$ cat config.mk
export PLATFORM = sky130hd
export DESIGN_NAME = regfile_writeback
export DESIGN_NICKNAME = d
export VERILOG_FILES = /design/src/rtl/rf_wb_pkg.sv /design/src/rtl/wb_sync_fifo.sv /design/src/rtl/regfile_writeback.sv
export SDC_FILE = /design/constraint.sdc
export NUM_CORES = 1
export LEC_CHECK = 0
export ABC_AREA = 1
export ABC_CLOCK_PERIOD_IN_PS = 2850
export BUFFER_PORTS_ARGS = -buffer_cell sky130_fd_sc_hd__buf_2
export CORE_MARGIN = 4
export CORE_UTILIZATION = 48
export DETAILED_ROUTE_END_ITERATION = 8
export PLACE_DENSITY_LB_ADDON = 0.1
export SLEW_MARGIN = 0
export SYNTH_ARGS = -nofsm -noshare
export SYNTH_HDL_FRONTEND = slang
export SYNTH_SLANG_ARGS = --single-unit
$ cat constraint.sdc
create_clock -name clk -period 2.85 [get_ports clk]
set_clock_uncertainty 0.05 [all_clocks]
set_input_delay 0.57 -clock clk [delete_from_list [all_inputs] [get_ports clk]]
set_output_delay 0.57 -clock clk [all_outputs]
set_load 0.05 [all_outputs]
$ cat src/rtl/rf_wb_pkg.sv
// rf_wb_pkg: shared definitions for the register-file write-back front end.
// Holds the default data width, register address width, the x0 encoding and
// the {rd, data} entry type carried by the memory-result path.
package rf_wb_pkg;

  localparam int XLEN_DEFAULT = 32;
  localparam int REG_ADDR_W   = 5;
  localparam logic [REG_ADDR_W-1:0] REG_X0 = 5'd0;

  typedef struct packed {
    logic [REG_ADDR_W-1:0]   rd;
    logic [XLEN_DEFAULT-1:0] data;
  } wb_entry_t;

endpackage

$ cat src/rtl/wb_sync_fifo.sv
// wb_sync_fifo: synchronous FIFO buffering memory results ahead of the
// register-file write port.
// Ports:
//   clk        rising-edge clock
//   reset      synchronous active-high; empties the FIFO
//   push       enqueue push_data (caller guarantees !full)
//   push_data  entry to enqueue
//   pop        dequeue the head (caller guarantees !empty)
//   pop_data   current head entry (valid while !empty)
//   count      occupancy, 0..DEPTH
//   full       count == DEPTH
//   empty      count == 0
module wb_sync_fifo
  import rf_wb_pkg::*;
#(
  parameter int DEPTH = 2,
  parameter int WIDTH = REG_ADDR_W + XLEN_DEFAULT
) (
  input  logic                       clk,
  input  logic                       reset,
  input  logic                       push,
  input  logic [WIDTH-1:0]           push_data,
  input  logic                       pop,
  output logic [WIDTH-1:0]           pop_data,
  output logic [$clog2(DEPTH):0]     count,
  output logic                       full,
  output logic                       empty
);

  localparam int AW = $clog2(DEPTH);

  logic [WIDTH-1:0] storage [DEPTH];
  logic [AW-1:0]    wr_ptr;
  logic [AW-1:0]    rd_ptr;

  // Pointers wrap naturally because DEPTH is a power of two.
  always_ff @(posedge clk) begin
    if (reset) begin
      wr_ptr <= '0;
      rd_ptr <= '0;
      count  <= '0;
    end else begin
      if (push) wr_ptr <= wr_ptr + 1'b1;
      if (pop)  rd_ptr <= rd_ptr + 1'b1;
      case ({push, pop})
        2'b10:   count <= count + 1'b1;
        2'b01:   count <= count - 1'b1;
        default: count <= count;
      endcase
    end
  end

  // Entry storage is never reset; reset only clears the pointers, so stale
  // entries become unreachable.
  always_ff @(posedge clk) begin
    if (push) storage[wr_ptr] <= push_data;
  end

  assign pop_data = storage[rd_ptr];
  assign full     = (count == (AW+1)'(DEPTH));
  assign empty    = (count == '0);

endmodule

$ cat src/rtl/regfile_writeback.sv
// regfile_writeback: merges the ALU result path and the buffered memory result
// path onto the register file's single write port.
// Optional feature macro: WB_STARVE_GUARD_EN builds the starvation counter that
// stalls the ALU so buffered memory results are guaranteed to retire. Without
// it alu_stall is tied low and memory results retire only in free cycles.
// Ports:
//   clk, reset           clock and synchronous active-high reset
//   alu_valid/rd/data    unbuffered ALU result (priority path)
//   alu_stall            upstream must hold the ALU result while high
//   mem_valid/rd/data    memory result offered into the FIFO
//   mem_ready            FIFO can accept a memory beat
//   write_address/data   register-file write port
//   RegWrite             register-file write strobe
//   fifo_count           current memory FIFO occupancy
module regfile_writeback
  import rf_wb_pkg::*;
#(
  parameter int XLEN         = XLEN_DEFAULT,
  parameter int DEPTH        = 2,
  parameter int STARVE_LIMIT = 4
) (
  input  logic                      clk,
  input  logic                      reset,
  input  logic                      alu_valid,
  input  logic [REG_ADDR_W-1:0]     alu_rd,
  input  logic [XLEN-1:0]           alu_data,
  output logic                      alu_stall,
  input  logic                      mem_valid,
  output logic                      mem_ready,
  input  logic [REG_ADDR_W-1:0]     mem_rd,
  input  logic [XLEN-1:0]           mem_data,
  output logic [REG_ADDR_W-1:0]     write_address,
  output logic [XLEN-1:0]           write_data,
  output logic                      RegWrite,
  output logic [$clog2(DEPTH):0]    fifo_count
);

  localparam int EW = REG_ADDR_W + XLEN;

  if (DEPTH < 2 || (DEPTH & (DEPTH - 1)) != 0) begin : g_bad_depth
    $error("regfile_writeback: DEPTH must be a power of two >= 2");
  end
  if (STARVE_LIMIT < 1) begin : g_bad_limit
    $error("regfile_writeback: STARVE_LIMIT must be >= 1");
  end

  logic                  fifo_push;
  logic                  fifo_pop;
  logic                  fifo_full;
  logic                  fifo_empty;
  logic [EW-1:0]         fifo_head;
  logic [REG_ADDR_W-1:0] head_rd;
  logic [XLEN-1:0]       head_data;
  logic                  alu_win;

  // mem_ready comes only from registered occupancy, so there is no
  // combinational path from mem_valid.
  assign mem_ready = !fifo_full;
  assign fifo_push = mem_valid && !fifo_full;

  wb_sync_fifo #(
    .DEPTH (DEPTH),
    .WIDTH (EW)
  ) u_fifo (
    .clk       (clk),
    .reset     (reset),
    .push      (fifo_push),
    .push_data ({mem_rd, mem_data}),
    .pop       (fifo_pop),
    .pop_data  (fifo_head),
    .count     (fifo_count),
    .full      (fifo_full),
    .empty     (fifo_empty)
  );

  assign head_rd   = fifo_head[EW-1 -: REG_ADDR_W];
  assign head_data = fifo_head[XLEN-1:0];

  // Arbitration: a forced pop while stalled, then the ALU, then any pending
  // memory result. An ALU result aimed at x0 never claims the port.
  always_comb begin
    alu_win  = 1'b0;
    fifo_pop = 1'b0;
    if (alu_stall && !fifo_empty) begin
      fifo_pop = 1'b1;
    end else if (alu_valid && !alu_stall && alu_rd != REG_X0) begin
      alu_win = 1'b1;
    end else if (!fifo_empty) begin
      fifo_pop = 1'b1;
    end
  end

`ifdef WB_STARVE_GUARD_EN
  localparam int SW = $clog2(STARVE_LIMIT + 1);
  localparam logic [SW-1:0] LIMIT = SW'(STARVE_LIMIT);

  logic [SW-1:0] starve_cnt;

  // Counts consecutive arbitrations the waiting FIFO head lost to the ALU.
  always_ff @(posedge clk) begin
    if (reset) begin
      starve_cnt <= '0;
    end else if (fifo_pop || fifo_empty) begin
      starve_cnt <= '0;
    end else if (alu_win && starve_cnt != LIMIT) begin
      starve_cnt <= starve_cnt + 1'b1;
    end
  end

  assign alu_stall = (starve_cnt == LIMIT);
`else
  assign alu_stall = 1'b0;
`endif

  // ---- write-port register stage ----
  always_ff @(posedge clk) begin
    if (reset) begin
      RegWrite      <= 1'b0;
      write_address <= REG_X0;
      write_data    <= '0;
    end else if (alu_win) begin
      RegWrite      <= 1'b1;
      write_address <= alu_rd;
      write_data    <= alu_data;
    end else if (fifo_pop) begin
      // A popped x0 beat retires silently.
      RegWrite      <= (head_rd != REG_X0);
      write_address <= head_rd;
      write_data    <= head_data;
    end else begin
      RegWrite      <= 1'b0;
    end
  end

endmodule

==> flow_summary.json <==
{
  "outcome": "finished clean",
  "synth_compound_area_share_pct": 5.07,
  "cts_resized": 0,
  "mostFrequentLayoutCell": "nand2_1",
  "grt_usage_pct": 21.2,
  "synth-warning-count": 0,
  "critPathCaptureType": "output pin",
  "synth_fa_ha_area_share_pct": 0.253,
  "synth.distinct_cells": 26,
  "post_cts_buffers": 0,
  "row_count": 36,
  "fill_cells": 843,
  "crit_path_cell_trace": "inv_2, nand2_1, buf_2",
  "crit_slowest_cell": "dfxtp_1",
  "finalSetupViolCount": 0,
  "maxSlewViolCount": 0,
  "setup_tns_ns": 0,
  "power_mw": 5.74,
  "syn_to_final_growth_pct": 25.8,
  "fmax_mhz": 493,
  "finalWeightedCongestion": 0.782,
  "coreArea_sq_um": 9910,
  "hp-class": "in -> reg",
  "ios": 120,
  "ctsHoldBuffers": 0,
  "vdd_drop_max_mv": 0.461,
  "synth_top_family_by_area": "simple AND/OR/NAND/NOR gates",
  "cts_max_level": 4,
  "synth_seq_cells": 117,
  "worstPathMaxFanout": 6,
  "die_width_microns": 109,
  "p_leak_nw": 2.85,
  "numCtsBuffers": 17,
  "critical_path_class": "reg -> out",
  "synthXorXnorAreaFrac_pct": 0,
  "routed_via_density": 5.06,
  "grt_antenna_before_repair": 0,
  "via_count": 3994,
  "die_area_sq_um": 12000,
  "route.met2.wl_mm": 5.82,
  "clock_latency_ns": 0.51,
  "period_share_pct": 71.1,
  "overflow": 0,
  "die_h_microns": 109,
  "yosys.area_share.simple_pct": 24.5,
  "grt_max_degree": 39,
  "ys_dominant_reg_cell": "edfxtp_1",
  "mostFrequentLayoutCells": "150 x nand2_1, 118 x buf_2, 101 x nand3_1, 74 x edfxtp_1, 47 x inv_1",
  "drt-initial-drc-count": 316,
  "seq_area_frac_synth_pct": 62.5,
  "cellPowerDensity_nw_per_um2": 924,
  "regArea_sq_um": 3080,
  "layout_min_cycle_time_ns": 2.03,
  "cp-start-kind": "flip-flop",
  "multiInputGateArea_sq_um": 1490,
  "avgRoutedWirePerCell_microns": 15.4,
  "postSynthAreaPerCell_sq_um": 9.30,
  "async_flop_share_pct": 0,
  "maxSlewHeadroom_pct": 54.0,
  "ant_nets": 0,
  "synth_edf_count": 74,
  "io_buffers": 118,
  "drive_above_1_share_pct": 25.6,
  "synth_nets": 610,
  "dpl.hpwl_mm": 7.75,
  "root_buffer": "clkbuf_8",
  "r2r_slack_ns": 0.83,
  "clkTransAtPathRegs_ns": 0.06,
  "initial_core_util_pct": 49.8,
  "routed.top_layer": "met4",
  "wirelength_met1_mm": 5.29,
  "synth_area_sq_um": 4940,
  "cp.arrival_ns": 1.41,
  "required_ns": 2.23,
  "finalHoldViolCount": 0,
  "yosys-mux-area-fraction_pct": 0,
  "route.met3.wl_microns": 807,
  "finalWirelength_mm": 12.1,
  "grt_pass1_wl_mm": 19.2,
  "nets": 721,
  "drv_cap": 0,
  "tritoncts": "yes",
  "clock_path_buffers": 2,
  "grt_pass1_vias": 3826,
  "rsz0062_at_grt": "no",
  "drc": 0,
  "max_stage_delay_ns": 0.44,
  "tightest_slew_ns": 0.689,
  "firstDrtPassIters": 7,
  "cts_num_sinks": 117,
  "syn-instance-count": 531
}
worst max-delay path, delay by kind of cell (launching register included):
kind	cells	cell delay (ns)
buffers and inverters	2	0.36
flip-flops	1	0.44
AND/OR/NAND/NOR	1	0.11
per-layer routing:
metal  global-route usage, %  vias up
met1                    27.8     1854
li1                        -     1979
met4                    7.21        0
met3                    4.11       20
met2                    35.3      141
met5                       0        -
synth_stat cells (2+ instances only):
| library cell | number | area [sq um] |
|---|---|---|
| a21oi_2 | 4 | 35.0 |
| nor3_1 | 2 | 10.0 |
| nor2_1 | 21 | 78.8 |
| nand2_1 | 150 | 563 |
| buf_6 | 3 | 33.8 |
| nand3_1 | 101 | 505 |
| buf_1 | 2 | 7.51 |
| a21oi_1 | 37 | 185 |
| dfxtp_1 | 43 | 861 |
| inv_2 | 3 | 11.3 |
| o21ai_0 | 5 | 25.0 |
| clkbuf_1 | 12 | 45.0 |
| edfxtp_1 | 74 | 2220 |
| inv_1 | 47 | 176 |
| buf_2 | 11 | 55.1 |
| buf_4 | 6 | 45.0 |
cells by family after synthesis:
| group | after synthesis |
|---|---|
| AOI/OAI and AO/OA | 47 |
| adders and majority gates | 1 |
| buffers and inverters | 85 |
| DFF | 117 |
| other | 1 |
| and+or+nand+nor | 280 |
path summary, 6_finish.rpt:
check,start,cells after the start,endpoint
worst max register to register,u_fifo.count[0],7,u_fifo.count[1]
worst max-delay path,u_fifo.count[0],3,mem_ready
worst min register to register,write_data[12],2,write_data[12]
worst min-delay path,mem_rd[2],1,u_fifo.storage[0][34]
report_power, final:
part | total (mW) | internal, mW | switching (mW)
Clock | 2.15 | 1.44 | 0.712
Sequential | 2.16 | 2.05 | 0.112
Combinational | 1.43 | 0.367 | 1.06
layout make-up:
| type | count | area share [%] |
|---|---|---|
| Clock inverter | 10 | 2.50 |
| Sequential cell | 117 | 49.7 |
| Clock buffer | 22 | 7.13 |
| Tap cell | 133 | 2.68 |
| Timing Repair Buffer | 126 | 10.9 |
| Inverter | 51 | 3.08 |
| Antenna cell | 1 | 0.0403 |
| Multi-Input combinational cell | 329 | 24.0 |
through the flow:
step | std cells | area [sq um] | setup WS [ns] | utilization, % | hold slack (ns)
after floorplan | 531 | 4940 | -0.0285 | - | 0.417
after global placement | 756 | 5610 | 0.692 | 56.6 | 0.417
after detailed placement | 756 | 5610 | 0.567 | 56.6 | 0.424
after CTS | 788 | 6210 | 0.806 | 62.6 | 0.183
after global routing | 788 | 6210 | 0.615 | 62.6 | 0.190
final | 789 | 6210 | 0.823 | 62.7 | 0.200
sequential cells by signal, indices dropped and copies added (netlist names), named ones only:
signal and flops:
RegWrite 1, u_fifo.rd_ptr 1, write_address 5, write_data 32, u_fifo.storage 74, u_fifo.wr_ptr 1, u_fifo.count 2
Power figures use the tool's default switching activity.
